$ cat src/rtl/c_mutex_split5_stream_inst.sv
// One-to-five stream demultiplexer: a single upstream requester is routed to one of
// five mutually exclusive destinations, with at most one transfer in flight.
module c_mutex_split5_stream_inst #(
    parameter int DATA_W = 32
) (
    input  logic              clk,
    input  logic              rst,
    input  logic              i_drive,
    input  logic [2:0]        i_sel,
    input  logic [DATA_W-1:0] i_data,
    output logic              o_free,
    output logic              o_drive0,
    output logic              o_drive1,
    output logic              o_drive2,
    output logic              o_drive3,
    output logic              o_drive4,
    output logic [DATA_W-1:0] o_data,
    input  logic              i_free0,
    input  logic              i_free1,
    input  logic              i_free2,
    input  logic              i_free3,
    input  logic              i_free4,
    output logic              o_busy,
    output logic [1:0]        o_err
);

    typedef enum logic {
        IDLE = 1'b0,
        WAIT = 1'b1
    } state_t;

    state_t              state_q, state_d;
    logic [2:0]          sel_q, sel_d;
    logic [DATA_W-1:0]   data_q, data_d;
    logic [4:0]          drive_q, drive_d;
    logic                free_q, free_d;
    logic [1:0]          err_q, err_d;

    logic [7:0]          free_ext;
    logic                tgt_free;
    logic                sel_ok;
    logic [4:0]          sel_onehot;

    // Padding to 8 entries lets the 3-bit latched select index safely.
    assign free_ext = {3'b000, i_free4, i_free3, i_free2, i_free1, i_free0};
    assign tgt_free = free_ext[sel_q];
    assign sel_ok   = (i_sel <= 3'd4);

    always_comb begin
        sel_onehot = 5'b00000;
        case (i_sel)
            3'd0:    sel_onehot = 5'b00001;
            3'd1:    sel_onehot = 5'b00010;
            3'd2:    sel_onehot = 5'b00100;
            3'd3:    sel_onehot = 5'b01000;
            3'd4:    sel_onehot = 5'b10000;
            default: sel_onehot = 5'b00000;
        endcase
    end

    always_comb begin
        state_d = state_q;
        sel_d   = sel_q;
        data_d  = data_q;
        drive_d = 5'b00000;
        free_d  = 1'b0;
        err_d   = err_q;
        case (state_q)
            IDLE: begin
                if (i_drive) begin
                    if (sel_ok) begin
                        sel_d   = i_sel;
                        data_d  = i_data;
                        drive_d = sel_onehot;
                        state_d = WAIT;
                    end else begin
                        // Bad select is refused immediately so upstream is not stalled.
                        err_d[0] = 1'b1;
                        free_d   = 1'b1;
                    end
                end
            end
            WAIT: begin
                if (i_drive) begin
                    err_d[1] = 1'b1;
                end
                if (tgt_free) begin
                    free_d  = 1'b1;
                    state_d = IDLE;
                end
            end
            default: state_d = IDLE;
        endcase
    end

    always_ff @(posedge clk or posedge rst) begin
        if (rst) begin
            state_q <= IDLE;
            sel_q   <= 3'd0;
            data_q  <= '0;
            drive_q <= 5'b00000;
            free_q  <= 1'b0;
            err_q   <= 2'b00;
        end else begin
            state_q <= state_d;
            sel_q   <= sel_d;
            data_q  <= data_d;
            drive_q <= drive_d;
            free_q  <= free_d;
            err_q   <= err_d;
        end
    end

    assign o_drive0 = drive_q[0];
    assign o_drive1 = drive_q[1];
    assign o_drive2 = drive_q[2];
    assign o_drive3 = drive_q[3];
    assign o_drive4 = drive_q[4];
    assign o_free   = free_q;
    assign o_data   = data_q;
    assign o_busy   = (state_q == WAIT);
    assign o_err    = err_q;

endmodule

$ cat config.mk
export PLATFORM = sky130hd
export DESIGN_NAME = c_mutex_split5_stream_inst
export DESIGN_NICKNAME = d
export VERILOG_FILES = /design/src/rtl/c_mutex_split5_stream_inst.sv
export SDC_FILE = /design/constraint.sdc
export NUM_CORES = 1
export LEC_CHECK = 0
export CORE_ASPECT_RATIO = 1.4
export CORE_MARGIN = 2
export CORE_UTILIZATION = 41
export CTS_CLUSTER_SIZE = 14
export DETAILED_ROUTE_END_ITERATION = 7
export PLACE_DENSITY = 0.8
export SLEW_MARGIN = 10
export SYNTH_ARGS = -nofsm -noshare
export SYNTH_HDL_FRONTEND = slang
export SYNTH_SLANG_ARGS = --single-unit
$ cat constraint.sdc
create_clock -name clk -period 1.84 [get_ports clk]
set_input_delay 0.46 -clock clk [delete_from_list [all_inputs] [get_ports clk]]
set_output_delay 0.46 -clock clk [all_outputs]
set_load 0.02 [all_outputs]
== Yosys cells after proc, flatten, opt, wreduce, memory -nomap -nowiden ==
Cells that the tools add are included.
Word-level totals
  output and inout port bits: 41
  memories kept: 0
  word-level logic and storage cells: 33
  input port bits: 43
  bits in latches: 0
  bits in registers: 44
  ROM bits: 0
  RAM bits: 0
Operators by class
  bitwise operators: 2
  shifts and indexed selects: 0
  equal/unequal tests: 4
  div/mod/pow operators: 0
  multiply operators: 0
  magnitude comparators: 2
  multiplexer cells: 14
  add/subtract/negate cells: 0
  reductions and logical operators: 4
Operators with widths (count)
  one-hot mux 5 bit (5 select lines): 1
  2-to-1 mux 5 bit: 3
  2-to-1 mux 1 bit: 7
  == test 3 x 2 -> 1 bit (second input constant): 2
  AND reduction 3 bit: 2
  less-than comparator 3 x 4 -> 1 bit (second input constant): 1
  one-hot mux 1 bit (2 select lines): 2
  binary-select mux 1 bit (select 3 bit): 1
  == test 3 x 1 -> 1 bit (second input constant): 1
  == test 3 bit (second input constant): 1
  <= comparator 3 bit (second input constant): 1
  zero test 3 bit: 1
  NOT 1 bit: 2
  AND reduction 2 bit: 1

== Depth between registers and ports, before layout ==
  word-level depth: 5
  mapped depth: 4
  depth with buffers taken out: 4

== Least setup slack after synthesis ==
Ideal clock, no wire load.
  path type: register to register
  start point: register state_q, in the netlist o_busy
  end point: register data_q[10], in the netlist o_data[10]
  arrival: 1.262 ns
  setup time: 0.125 ns
  stages on the path, launching flop included: 5
  data required time: 1.715 ns
  setup slack: 0.453 ns
  buffers on the path: 1
  clock period less this slack: 1.387 ns
  cells stage by stage: dfrtp_1 -> nor2b_1 -> nand2_2 -> buf_6 -> mux2_4
Between the ends
  word-level cells in the longest chain between the ends: 2
RTL lines
  from (decl): RTL line 32  | state_t state_q, state_d;
  from (signal assigned): RTL line 105  | state_q <= state_d;
  NOT 1 bit (no line)
  AND reduction 3 bit (no line)
  to (signal assigned): RTL line 107  | data_q <= data_d;
  to (decl): RTL line 34  | logic [DATA_W-1:0] data_q, data_d;
No other way between the ends.
A chain may end at the register's enable or synchronous reset.

== Final worst setup path ==
  start point: register data_q[25], in the netlist o_data[25]
  end point: output o_data[25]
RTL lines
  to (decl): RTL line 17  | output logic [DATA_W-1:0] o_data,
No word-level cell between the ends.

==> run_results.csv <==
group,metric,value,unit
timing,max_freq,0.565,GHz
critical_path,crit_path_end_kind,"primary output",
critical_path,critPathRequiredTime,1.38,ns
critical_path,path_class,"register to primary output",
pwr,cellPowerDensity,1630,nW/um^2
placement,dpl_cell_area,2770,um^2
cts,htreeDepth,2,
cts,clock_path_buffers,2,
pwr,leakage,1.32,nW
grt,grt_usage,17.9,%
synthesis,synth_cells,114,
timing,hold_viol,0,
synthesis,synth_seq_cells,44,
final_layout,nets,253,
final_layout,diodes,0,
floorplan,num_io_pins,84,
final_layout,register_area,1100,um^2
synthesis,yosys_warnings,0,
final_layout,multi_input_area,666,um^2
placement,portBuffers,83,
timing,layout_setup_ws,0.0701,ns
grt,overflow,0,
critical_path,crit_fanout,2,
routing,wl_met1,1520,um
timing,period_share,96.2,%
critical_path,startpoint_type,"register",
timing,worst_pin_slew,0.291,ns
final_layout,layout-drive-gt1-share,26.5,%
grt,grt_pass1_wl,6390,um
cts,cts-root-buf,"clkbuf_8",
routing,drtPass1Iterations,3,
synthesis,yosysSeqAreaShare,60.9,%
synthesis,synth_area,1810,um^2
routing,drc,0,
routing,routed_wl,4140,um
routing,top_layer_used,"met4",
synthesis,synth-edff-count,0,
pwr,irDropWorstVdd,0.857,mV
critical_path,slowest_delay,0.64,ns
floorplan,placementRows,28,
timing,period_minus_slack,1.77,ns
critical_path,crit_slowest_cell,"clkdlybuf4s50_1",
placement,gp_congestion,0.764,
floorplan,die_height,82.6,um
critical_path,arrival,1.31,ns
timing,finalMaxSlewViolations,0,
floorplan,die-area,4960,um^2
synthesis,postSynth.asyncResetShare,100,%
timing,slew-limit-headroom,80.5,%
floorplan,initial_core_util,42.7,%
cts,cts_hold_buf,0,
cts,insertion_delay,0.29,ns
synthesis,synth_nets,157,
routing,wl_met3,218,um
cts,clkTransAtPathRegs,0.08,ns
routing,route.met2.wl,2350,um
flow_run,maxCapViolCount,0,
cts,cts_tree,"yes",
worst_hold_path,hold_class,"register to register",
floorplan,chipWidth,60.1,um
synthesis,ys.flop_type,"dfrtp_1",
routing,vias,1259,
synthesis,synth.avg_cell_area,15.9,um^2
placement,pre_cts_slack,-0.0359,ns
cts,post-cts-setup-buffer-count,0,
critical_path,crit_path_cell_trace,"clkdlybuf4s50_1",
synthesis,synth_cell_types,25,
cts,clock_sinks,44,
grt,grt_max_degree,45,
final_layout,fillers,317,
critical_path,path_buf_inv,1,
timing,finalSetupViolCount,0,
final_layout,area_delta_synth_final,60.3,%
routing,first_iter_violations,26,
final_layout,fin_area,2900,um^2
run_status,outcome,"finished, final reports clean",
floorplan,core-area,4240,um^2
grt,grt_antenna_before_repair,0,
timing,fin_skew,0.00668,ns
routing,avgViaCountPerCell,4.65,
routing,drtAntennaViolNets,0,
critical_path,crit_family,"buffers and inverters",
timing,rsz0062_at_grt,"no",
placement,post-dp-hpwl,3060,um
routing,wl_per_cell,15.3,um
grt,grt_pass1_vias,1366,
cts,cts_buffers,5,
## what timing repair did
item,CTS,global route
hold endpoints to repair,0,0
setup endpoints to repair,1,0
gates resized for setup,1,0
## worst paths after layout
kind | start | endpoint | slack (ns) | cells after the start
worst min-delay path | o_err[1] | o_err[1] | 0.48 | 1
max in group asynchronous | rst | o_data[10] | 1.11 | 3
min in group asynchronous | rst | o_data[19] | 0.51 | 3
worst min register to register | o_err[1] | o_err[1] | 0.48 | 1
worst max-delay path | o_data[25] | o_data[25] | 0.07 | 1
worst max register to register | o_busy | o_data[20] | 0.45 | 4
## metal layers
metal | up-vias | track usage, %
met2 | 47 | 32.2
li1 | 589 | -
met5 | - | 0
met4 | 0 | 7.33
met1 | 619 | 18.8
met3 | 4 | 5.76
## cells in the mapped netlist (2+ instances only)
cell type | count | area share (%)
a21oi_1 | 3 | 0.83
buf_6 | 3 | 1.9
nand2_1 | 3 | 0.62
mux2_2 | 5 | 3.1
dfrtp_1 | 44 | 61
mux2_4 | 29 | 24
inv_1 | 2 | 0.42
nor2_1 | 8 | 1.7
## sequential cells by signal, summed over array words and instances (netlist names)
register  flops
o_free        1
sel_q         3
o_data       32
drive_q       5
o_err         2
o_busy        1
## through the flow
stage / cells / power (W) / hold WS [ns] / setup TNS (ns) / util [%]
2_1_floorplan: 114 / 0.00288 / 0.489 / 0 / -
5_1_grt: 271 / 0.00496 / 0.500 / 0 / 68.4
3_3_place_gp: 263 / 0.00388 / 0.447 / -0.111 / 65.4
3_5_place_dp: 263 / 0.00394 / 0.456 / -0.577 / 65.4
4_1_cts: 271 / 0.00476 / 0.484 / 0 / 68.4
6_report: 271 / 0.00471 / 0.482 / 0 / 68.4
## cell usage in the layout, fill, tap and decap left out, types with 2 or more instances in the layout
cell,n
clkdlybuf4s50_1,82
dfrtp_1,44
mux2_4,29
nor2_1,8
clkbuf_8,7
buf_4,7
mux2_2,5
a21oi_1,3
nand2_1,3
buf_12,2
## power breakdown
part | leakage [nW] | internal (W) | switching (W)
Combinational | 0.732 | 0.00131 | 0.000946
Sequential | 0.522 | 0.00138 | 0.000272
Clock | 0.0645 | 0.000479 | 0.000320
## layout make-up
| cell class | count | share of cell area [%] |
|---|---|---|
| flip-flops and latches | 44 | 38.0 |
| clock buffers | 7 | 3.32 |
| repair buffers | 92 | 31.8 |
| inverters | 2 | 0.259 |
| multi-input cells | 65 | 23.0 |
| well taps | 60 | 2.59 |
| clock inverters | 1 | 1.04 |
## cells by family (layout without fill, tap and decap cells)
| family | count (synthesis) | in the layout | synth area share (%) |
|---|---|---|---|
| mux | 34 | 34 | 27.2 |
| compound gates | 9 | 9 | 3.46 |
| buf+inv | 5 | 102 | 2.28 |
| simple gates | 22 | 22 | 6.16 |
| flops | 44 | 44 | 60.9 |
(Power assumes the default switching activity.)
